**config.mk**
```make
export PLATFORM = sky130hd
export DESIGN_NAME = neo_iack_responder
export DESIGN_NICKNAME = d
export VERILOG_FILES = /design/src/rtl/neo_iack_responder.sv
export SDC_FILE = /design/constraint.sdc
export NUM_CORES = 1
export LEC_CHECK = 0
export ABC_AREA = 1
export CORE_MARGIN = 3
export CORE_UTILIZATION = 45
export CTS_CLUSTER_DIAMETER = 30
export DETAILED_ROUTE_END_ITERATION = 10
export PLACE_DENSITY = 0.75
export SETUP_SLACK_MARGIN = 0.05
export SLEW_MARGIN = 20
export SYNTH_ARGS = -nofsm -noshare
export SYNTH_HDL_FRONTEND = slang
export SYNTH_SLANG_ARGS = --single-unit
```
**constraint.sdc**
```tcl
create_clock -name CLK -period 1.24 [get_ports CLK]
set_clock_uncertainty 0.05 [all_clocks]
set_input_delay 0.186 -clock CLK [delete_from_list [all_inputs] [get_ports CLK]]
set_output_delay 0.186 -clock CLK [all_outputs]
set_load 0.05 [all_outputs]
```
**src/rtl/neo_iack_responder.sv**
```systemverilog
// rtl/neo_iack_responder.sv - 68000 interrupt level filter and IACK autovector/spurious responder
module neo_iack_responder #(
   parameter int unsigned VPA_DELAY = 1,
   parameter bit          AUTO_ACK  = 1'b1
) (
   input  logic       CLK,
   input  logic       nRESET,
   input  logic       CLK_EN,
   input  logic       IPL0,
   input  logic       IPL1,
   input  logic [2:0] FC,
   input  logic       nAS,
   input  logic [2:0] A,
   output logic [2:0] nIPL,
   output logic       nVPA,
   output logic       nBERR,
   output logic       WR_ACK,
   output logic [2:0] ACK_BITS,
   output logic [2:0] IACK_LEVEL,
   output logic [7:0] IACK_COUNT
);

   localparam logic [3:0] DELAY_INIT = 4'(VPA_DELAY);

   typedef enum logic [1:0] {
      S_IDLE,
      S_DELAY,
      S_VPA,
      S_SPUR
   } state_t;

   state_t     state, state_n;
   logic [2:0] raw, s1, filt;
   logic [2:0] req, req_n;
   logic [3:0] cnt, cnt_n;
   logic       nvpa_n, nberr_n, wr_ack_n;
   logic [2:0] ack_n, level_n;
   logic [7:0] count_n;
   logic [2:0] req_onehot;

   assign raw  = ~{1'b1, IPL1, IPL0};
   assign nIPL = ~filt;

   always_comb begin
      req_onehot = 3'b000;
      case (req)
         3'd3:    req_onehot = 3'b001;
         3'd2:    req_onehot = 3'b010;
         3'd1:    req_onehot = 3'b100;
         default: req_onehot = 3'b000;
      endcase
   end

   always_comb begin
      state_n  = state;
      req_n    = req;
      cnt_n    = cnt;
      nvpa_n   = nVPA;
      nberr_n  = nBERR;
      wr_ack_n = 1'b0;
      ack_n    = 3'b000;
      level_n  = IACK_LEVEL;
      count_n  = IACK_COUNT;
      case (state)
         S_IDLE: begin
            if (FC == 3'b111 && !nAS) begin
               req_n = A;
               if (A == filt && A != 3'd0) begin
                  state_n = S_DELAY;
                  cnt_n   = DELAY_INIT;
               end else begin
                  state_n = S_SPUR;
               end
            end
         end
         S_DELAY: begin
            if (nAS) begin
               state_n = S_IDLE;
            end else if (cnt == 4'd0) begin
               state_n = S_VPA;
               nvpa_n  = 1'b0;
            end else begin
               cnt_n = cnt - 4'd1;
            end
         end
         S_VPA: begin
            if (nAS) begin
               state_n = S_IDLE;
               nvpa_n  = 1'b1;
               level_n = req;
               count_n = IACK_COUNT + 8'd1;
               if (AUTO_ACK) begin
                  wr_ack_n = 1'b1;
                  ack_n    = req_onehot;
               end
            end
         end
         S_SPUR: begin
            // nBERR trails SPUR entry by one tick so it lands after T+1
            if (nAS) begin
               state_n = S_IDLE;
               nberr_n = 1'b1;
            end else begin
               nberr_n = 1'b0;
            end
         end
         default: state_n = S_IDLE;
      endcase
   end

   always_ff @(posedge CLK or negedge nRESET) begin
      if (!nRESET) begin
         state      <= S_IDLE;
         s1         <= 3'd0;
         filt       <= 3'd0;
         req        <= 3'd0;
         cnt        <= 4'd0;
         nVPA       <= 1'b1;
         nBERR      <= 1'b1;
         WR_ACK     <= 1'b0;
         ACK_BITS   <= 3'b000;
         IACK_LEVEL <= 3'd0;
         IACK_COUNT <= 8'd0;
      end else if (CLK_EN) begin
         s1 <= raw;
         if (raw == s1) begin
            filt <= raw;
         end
         state      <= state_n;
         req        <= req_n;
         cnt        <= cnt_n;
         nVPA       <= nvpa_n;
         nBERR      <= nberr_n;
         WR_ACK     <= wr_ack_n;
         ACK_BITS   <= ack_n;
         IACK_LEVEL <= level_n;
         IACK_COUNT <= count_n;
      end
   end

endmodule

```
* After elaboration in Yosys (flattened, before gate mapping) *
Index checks and enable logic that the tools add are counted.

storage, ports and cells
  register bits after elaboration = 32
  input bits = 12
  output and inout bits = 20

cells by class
  $add $sub $neg = 2
  equality and inequality tests = 17
  multiplexer cells = 20
  bitwise logic cells = 2
  reductions and logical operators = 16

operator list
  kind                                                                count
  4-bit 2-to-1 mux                                                    4
  2-bit inequality test, second input constant                        6
  2-bit 2-to-1 mux                                                    5
  3-bit case mux with 3 select lines                                  1
  8-bit by 1-bit adder with 8-bit output, second input constant       1
  4-bit case mux with 2 select lines                                  1
  3-bit by 2-bit == test with 1-bit output, second input constant     2
  3-bit == test                                                       2
  3-bit 2-to-1 mux                                                    2
  3-bit inverter                                                      2
  2-bit case mux with 3 select lines                                  1
  3-bit AND reduction                                                 2
  6-bit AND reduction                                                 1
  1-bit 2-to-1 mux                                                    5
  5-bit AND reduction                                                 1
  2-bit == test, second input constant                                2
  4-bit zero test                                                     1
  2-bit AND reduction                                                 2
  4-bit AND reduction                                                 1
  2-bit nonzero test                                                  2
  4-bit by 1-bit subtractor with 4-bit output, second input constant  1
  3-bit by 1-bit == test with 1-bit output, second input constant     1
  3-bit == test, second input constant                                1
  3-bit inequality test, second input constant                        1
  other kinds (8)                                                     9

* Depth between registers and ports, before layout *
Gate-level depths: netlist (run 1).

  word-level depth = 5
  mapped depth = 8
  mapped depth without buffers = 8

* Least setup slack after synthesis (run 1) *
OpenSTA, ideal clock, no wires.

  kind = register to register
  from = reg IACK_COUNT[0]
  to = reg IACK_COUNT[6]
  library setup time = 0.119 ns
  data arrival time = 1.330 ns
  data required time = 1.071 ns
  path slack = -0.259 ns
  stages on the path, launching flop included = 6
  path buffers = 0
  path through = dfrtp_1 -> ha_1 -> nand2_1 -> nand3b_1 -> xor2_1 -> inv_1

between the ends
  longest elaborated chain between the ends = 1

ends and longest elaborated chain
  element                                 RTL line  RTL
  from (decl)                             20        output logic [7:0] IACK_COUNT
  from (signal assigned)                  137       IACK_COUNT <= count_n;
  8-bit by 1-bit adder with 8-bit output  91        count_n = IACK_COUNT + 8'd1;

Every way passes these cells.
A chain may end at the register's enable or synchronous reset.

* Worst setup path after layout (run 1) *
  from = reg state[1]
  to = reg cnt[3]

between the ends
  longest elaborated chain between the ends = 3
  elaborated cells between the ends (all ways) = 9
  those cells by class = eq/ne: 5; mux: 1; reduce/logical: 3

ends and longest elaborated chain
  element                                                                      RTL line  RTL
  from (decl)                                                                  32        state_t state, state_n;
  from (signal assigned)                                                       129       state <= state_n;
  2-bit by 1-bit == test with 1-bit output or 2-bit zero test (tied branches)  64        case (state)
  2-bit inequality test (no line) or 2-bit nonzero test (tied branches)        --
  6-bit AND reduction (no line)                                                --
  to (signal assigned)                                                         131       cnt <= cnt_n;
  to (decl)                                                                    35        logic [3:0] cnt, cnt_n;

Parallel ways exist; a longest one is shown, timed or not.

==> results of run 1 <==
==> report_power, final <==
part	internal (uW)	total (uW)	switching [uW]	leakage, uW
Clock	387	753	366	0.0000446
Sequential	1340	1830	492	0.000372
Combinational	1710	3660	1950	0.000860
Total	3440	6240	2810	0.00128
==> synth_stat cells <==
| master | number |
|---|---|
| a21oi_1 | 6 |
| a22o_1 | 1 |
| buf_4 | 2 |
| conb_1 | 1 |
| dfrtp_1 | 28 |
| dfstp_2 | 2 |
| ha_1 | 2 |
| inv_1 | 16 |
| inv_2 | 3 |
| nand2_1 | 55 |
| nand2_2 | 1 |
| nand2_4 | 2 |
| nand3_1 | 11 |
| nand3b_1 | 1 |
| nand4_1 | 1 |
| nand4_2 | 1 |
| nor2_1 | 13 |
| nor2_2 | 5 |
| nor2_8 | 1 |
| nor3_1 | 1 |
| nor3_2 | 1 |
| o211ai_1 | 1 |
| o21ai_0 | 5 |
| o21ai_1 | 7 |
| or2_2 | 1 |
| xnor2_1 | 1 |
| xor2_1 | 7 |
==> worst register-to-register path: cells and delay by family, from the launching register on <==
| family | cells | cell delay, ns |
|---|---|---|
| buf+inv | 1 | 0.11 |
| flops | 1 | 0.54 |
| simple gates | 6 | 0.62 |
==> metrics by stage <==
stage | total power, uW | utilization [%] | TNS (ns) | hold slack, ns | cells
detailed placement | 4520 | 70.3 | -7.87 | 0.439 | 265
CTS | 5720 | 79.6 | -0.493 | 0.152 | 283
global route | 6540 | 85.1 | -2.17 | 0.128 | 290
global placement | 4410 | 70.3 | -6.69 | 0.426 | 265
finish | 6240 | 85.1 | -1.15 | 0.130 | 290
floorplan | 3130 | - | -0.396 | -0.160 | 176
==> cells by family (layout without fill, tap and decap cells) <==
group / after synthesis / in the layout / share of synthesized area [%]
compound gates: 20 / 20 / 7.17
xor+xnor: 8 / 8 / 4.73
fa+ha+maj: 2 / 2 / 1.69
buf+inv: 21 / 91 / 5.82
flops: 30 / 30 / 50.8
other cells: 1 / 1 / 0.253
simple gates: 94 / 94 / 29.5
==> worst min path at each step <==
stage	slack [ns]	startpoint	end	cells after the start
after floorplan	-0.16	nRESET	ACK_BITS[0]$_DFFE_PN0P_	0
after global placement	0.43	req[0]$_DFFE_PN0P_	ACK_BITS[1]$_DFFE_PN0P_	1
after detailed placement	0.44	req[0]$_DFFE_PN0P_	ACK_BITS[1]$_DFFE_PN0P_	1
after CTS	0.15	nRESET	IACK_COUNT[7]$_DFFE_PN0P_	2
after global routing	0.13	nRESET	IACK_COUNT[7]$_DFFE_PN0P_	2
final	0.13	nRESET	IACK_COUNT[7]$_DFFE_PN0P_	2
==> final cells by class <==
cell class | instances | area (um2) | area share (%)
Multi-Input combinational cell | 125 | 875 | 33.1
Sequential cell | 30 | 763 | 28.9
Inverter | 19 | 80.1 | 3.03
Timing Repair Buffer | 64 | 790 | 29.9
Tap cell | 44 | 55.1 | 2.08
Clock buffer | 8 | 78.8 | 2.98
==> routing by layer <==
metal | GRT usage (%) | routed length [um] | vias up
li1 | - | - | 692
met1 | 24.7 | 1840 | 748
met2 | 41.1 | 2630 | 70
met3 | 6.42 | 298 | 32
met4 | 15.4 | 273 | 0
met5 | 0 | 0 | -
==> flip-flops by register name, summed over array words and instances (netlist names) <==
signal / cells
state: 2
cnt: 4
IACK_COUNT: 8
filt: 2
IACK_LEVEL: 3
WR_ACK: 1
s1: 2
nBERR: 1
ACK_BITS: 3
nVPA: 1
req: 3
==> what timing repair did <==
action | CTS | global route
pin swaps | 21 | 13
buffers inserted | 10 | 7
setup endpoints to repair | 30 | 45
gates resized for setup | 38 | 35
==> impl_metrics.yaml, run 1 <==
outcome:
  outcome: "complete, but fails checks"
  violations: "setup timing"
worst_setup_path:
  crit_family: "simple AND/OR/NAND/NOR gates"
  critical_path_required_ns: 1.42
  r2r-start: "state[1]$_DFFE_PN0P_"
  critPathCapture: "cnt[3]$_DFFE_PN0P_"
  path_max_fanout: 7
  critPathLaunchType: "register"
  cp_slowest_cell: "dfrtp_2"
  crit_arrival_ns: 1.61
  r2r-end: "cnt[3]$_DFFE_PN0P_"
  startpoint: "state[1]$_DFFE_PN0P_"
  reg2reg_setup_slack_ns: -0.19
  r2r_cells: 7
  cp.depth: 7
  endpoint_kind: "register"
  critPathKind: "reg2reg"
  cpPeakStageDelay_ns: 0.54
  path_buf_inv: 1
  path_cells: "nor2_4 > inv_1 > nor2_2 > nor2_4 > nand2_4 > nand2_1 > nand2_1"
layout:
  n_antenna_cell: 0
  nets: 259
  final_common_cell: "nand2_1"
  area_growth_pct: 78.1
  finalInstanceArea_um2: 2640
  final_cell_mix: "nand2_1 (36), buf_4 (25), dfrtp_1 (20), buf_12 (20), nand2_2 (15)"
  drive_gt1_share_pct: 52.4
  fill_cells: 155
floorplanning:
  core_area_um2: 3100
  io_pins: 32
  die_h_um: 63.4
  die_x_um: 63.4
  dieArea_um2: 4020
  initial_core_util_pct: 47.8
  rows: 20
route:
  drc: 0
  wl_per_cell_um: 17.4
  vias_per_cell: 5.32
  drtIter0Drc: 105
  finalWirelength_um: 5040
  antenna_left: 0
  vias: 1542
  first_pass_iters: 5
synthesis:
  synth_area_leaders: "dfrtp_1 (47%), nand2_1 (14%), xor2_1 (4.1%), inv_1 (4.1%), nand3_1 (3.7%)"
  ys_ff_latch: 30
  syn_nets: 190
  syn_inst: 176
  synth_top_cell_by_area: "dfrtp_1"
  synth_cell_types: 27
  ys_seq_area_share_pct: 50.8
  syn-cell-area_um2: 1480
  postSynthAreaPerCell_um2: 8.42
  synth_top_cell_area_share_pct: 47.3
  yosysWarnings: 0
power:
  power.density_nw_per_um2: 2360
  leakagePower_uw: 0.00128
  ir_drop_mv: 1.67
flow_run:
  drv_cap: 0
sta:
  finalCritPeriodShare_pct: 115
  rsz0062_at_grt: "yes"
  finalWorstSetupSlack_ns: -0.186
  period_minus_slack_ns: 1.43
  fmax_mhz: 701
  setup_violations: 18
  finalMaxSlewViolations: 0
  hold_viol_final: 0
hold_path:
  worstHoldPathType: "in2async"
cts:
  clk_latency_ns: 0.35
  postCtsHoldBufs: 0
  cts_sinks: 30
  cts-buffers-inserted: 5
  cts_root_buf: "clkbuf_4"
  clkTransAtPathRegs_ns: 0.11
  cts_tree: "done"
  htree_levels: 2
  clk_path_buf_depth: 2
global_route:
  track_usage_pct: 23.6
  antenna_found_initial: 0
  overflow: 0
  grt_pass1_wl_um: 7300
  grt_max_degree: 31
  grt_pass1_vias: 1599
placed_design:
  place_congestion: 0.817
  port_buffers: 30
  dpl_cell_area_um2: 2180
  place_hpwl_um: 2680
  place_ws_ns: -0.397
No activity file was read; power rests on OpenSTA's default activity.
==> run 2, diff against run 1 <==
ABC_AREA = default   (was 1)
GPL_TIMING_DRIVEN = 1   (was default)
==> impl_metrics.yaml, run 2 <==
outcome:
  outcome: "complete, but fails checks"
  violations: "setup timing"
layout:
  nets: 235
  largest_reg_flops: 8
  area_growth_pct: 80.0
  finalInstanceArea_um2: 2690
  top_register: "IACK_COUNT"
  n_antenna_cell: 0
  final_common_cell: "buf_4"
  drive_gt1_share_pct: 59.0
  top_regs: "IACK_COUNT: 8 flops, cnt: 4 flops"
  final_cell_mix: "buf_4 (35), buf_12 (22), dfrtp_1 (18)"
  fill_cells: 161
  post-route-util_pct: 86.8
route:
  vias: 1417
  wl_per_cell_um: 16.9
  vias_per_cell: 5.33
  first_pass_iters: 4
  antenna_left: 0
  finalWirelength_um: 4510
  drtIter0Drc: 67
  drc: 0
placed_design:
  place_ws_ns: -0.452
  dpl_cell_area_um2: 2280
  place_congestion: 0.826
  port_buffers: 30
  place_hpwl_um: 2590
floorplanning:
  rows: 20
  initial_core_util_pct: 48.2
  die_x_um: 63.7
  io_pins: 32
  die_h_um: 63.7
  dieArea_um2: 4050
  core_area_um2: 3100
synthesis:
  synth_cell_types: 39
  syn_inst: 139
  syn-cell-area_um2: 1500
  yosysWarnings: 0
  postSynthAreaPerCell_um2: 10.8
  synth_top_cell_area_share_pct: 46.8
  ys_ff_latch: 30
  synth_edf_count: 0
  synth.most_common_cell: "dfrtp_1"
  netlist_top_cells_count: "dfrtp_1 (28), nand2_1 (21), inv_1 (12)"
  synth_top_cell_by_area: "dfrtp_1"
  syn_nets: 153
  synth_area_leaders: "dfrtp_1 (47%), nand2_1 (5.3%), xnor2_1 (4.1%), dfstp_2 (3.5%), nand4b_4 (3.2%)"
  synth-async-reset-ratio_pct: 100
  ys_seq_area_share_pct: 50.3
  synth-main-ff-cell: "dfrtp_1"
global_route:
  grt_pass1_wl_um: 6530
  grt_pass1_vias: 1444
  track_usage_pct: 21.1
  grt_max_degree: 31
  overflow: 0
  antenna_found_initial: 0
worst_setup_path:
  critPathKind: "reg2reg"
  cpPeakStageDelay_ns: 0.40
  cp_slowest_cell: "dfrtp_1"
  path_max_fanout: 6
  endpoint_kind: "register"
  critPathLaunchType: "register"
  critical_path_required_ns: 1.40
  r2r-start: "cnt[0]$_DFFE_PN0P_"
  crit_arrival_ns: 1.71
  crit_family: "simple AND/OR/NAND/NOR gates"
  path_buf_inv: 2
  path_cells: "inv_2 > ha_4 > or3b_4 > nand4b_4 > buf_4 > o22ai_1"
  startpoint: "cnt[0]$_DFFE_PN0P_"
power:
  ir_drop_mv: 1.45
  leakagePower_uw: 0.00124
  swShare_pct: 39.2
  power_uw: 4910
  internal-power_uw: 2990
  comb_power_share_pct: 55.4
  p_clk_share_pct: 12.8
  p_seq_share_pct: 31.8
  power.density_nw_per_um2: 1820
  p_switching_uw: 1930
cts:
  clk_latency_ns: 0.34
  clk_path_buf_depth: 2
  htree_levels: 2
  cts_tree: "done"
  cts_root_buf: "clkbuf_4"
  clkTransAtPathRegs_ns: 0.10
  cts-buffers-inserted: 5
  cts_sinks: 30
sta:
  period_minus_slack_ns: 1.56
  rsz0062_at_grt: "yes"
  finalCritPeriodShare_pct: 125
  hold_viol_final: 0
  fmax_mhz: 643
  worst_hold_slack_ns: 0.149
  finalMaxSlewViolations: 0
  setup_violations: 25
  finalWorstSetupSlack_ns: -0.316
hold_path:
  worstHoldPathType: "in2async"
flow_run:
  drv_cap: 0
run 2: cell count changes in the layout (fill, tap and decap cells not counted), moves of 5 or more:
| cell | before | now |
|---|---|---|
| nand2_4 | 7 | 1 |
| nand2_1 | 36 | 14 |
| nor2_1 | 7 | 1 |
| nand2_2 | 15 | 6 |
| xnor2_1 | 1 | 6 |
| buf_4 | 25 | 35 |
run 2: worst register-to-register path, stage by stage (launching register included):
cell and delay, ns:
dfrtp_1 0.40, inv_2 0.08, ha_4 0.12, or3b_4 0.40
nand4b_4 0.15, buf_4 0.14, o22ai_1 0.08
run 2: final cells by class:
| class | count | area, um2 | area share [%] |
|---|---|---|---|
| Clock buffer | 7 | 55.1 | 2.04 |
| Clock inverter | 1 | 5.00 | 0.186 |
| Inverter | 12 | 50.0 | 1.86 |
| Multi-Input combinational cell | 92 | 815 | 30.2 |
| Sequential cell | 30 | 766 | 28.4 |
| Tap cell | 44 | 55.1 | 2.04 |
| Timing Repair Buffer | 80 | 948 | 35.2 |
run 2: routing by layer:
metal  GRT usage (%)  share of wire [%]
met2            37.8                 54
met3            6.24                5.8
met5               0                  0
met4            9.97                3.2
met1            22.4                 37
run 2: final timing paths:
path | to | slack [ns] | cells past startpoint
min in group CLK | s1[0]$_DFFE_PN0P_ | 0.45 | 2
worst min register to register | IACK_LEVEL[0]$_DFFE_PN0P_ | 0.51 | 2
max in group asynchronous | nBERR$_DFFE_PN1P_ | 0.75 | 2
worst min-delay path | IACK_LEVEL[1]$_DFFE_PN0P_ | 0.15 | 2
worst max-delay path | cnt[3]$_DFFE_PN0P_ | -0.32 | 6
worst max register to register | cnt[3]$_DFFE_PN0P_ | -0.32 | 6
run 2: logic make-up after synthesis:
family                   Yosys count  share of synthesized area, %
AO/OA/AOI/OAI                     23                          10.3
buffers and inverters             17                          5.60
adder cells (fa/ha/maj)            2                          1.67
multiplexers                       6                          4.35
AND/OR/NAND/NOR                   50                          21.7
XOR/XNOR                          10                          5.85
flip-flops                        30                          50.3
other                              1                         0.251
run 2: through the flow:
step | setup TNS (ns) | std cells
detailed placement | -8.52 | 234
floorplan | -1.10 | 139
finish | -3.02 | 266
global route | -4.03 | 266
CTS | -1.90 | 254
global placement | -7.81 | 234
run 2: power by group through the flow:
stage               registers (uW)  clock network (uW)  logic (uW)
floorplan                     1890                   0         719
global placement              1550                   0        2020
detailed placement            1560                   0        2090
CTS                           1530                 639        2380
global route                  1590                 701        2840
finish                        1560                 629        2720
run 2: repair_timing:
| item | 4_1_cts | 5_1_grt |
|---|---|---|
| hold buffers | 0 | 0 |
| setup buffers | 12 | 14 |
| pin swaps | 4 | 23 |
| setup endpoints to repair | 34 | 41 |
| gates resized for setup | 13 | 36 |
==> run 3, diff against run 2 <==
ABC_CLOCK_PERIOD_IN_PS = 1240   (was default)
==> results of run 3 <==
Final layout, timing and power as in run 2 (identical DEF).
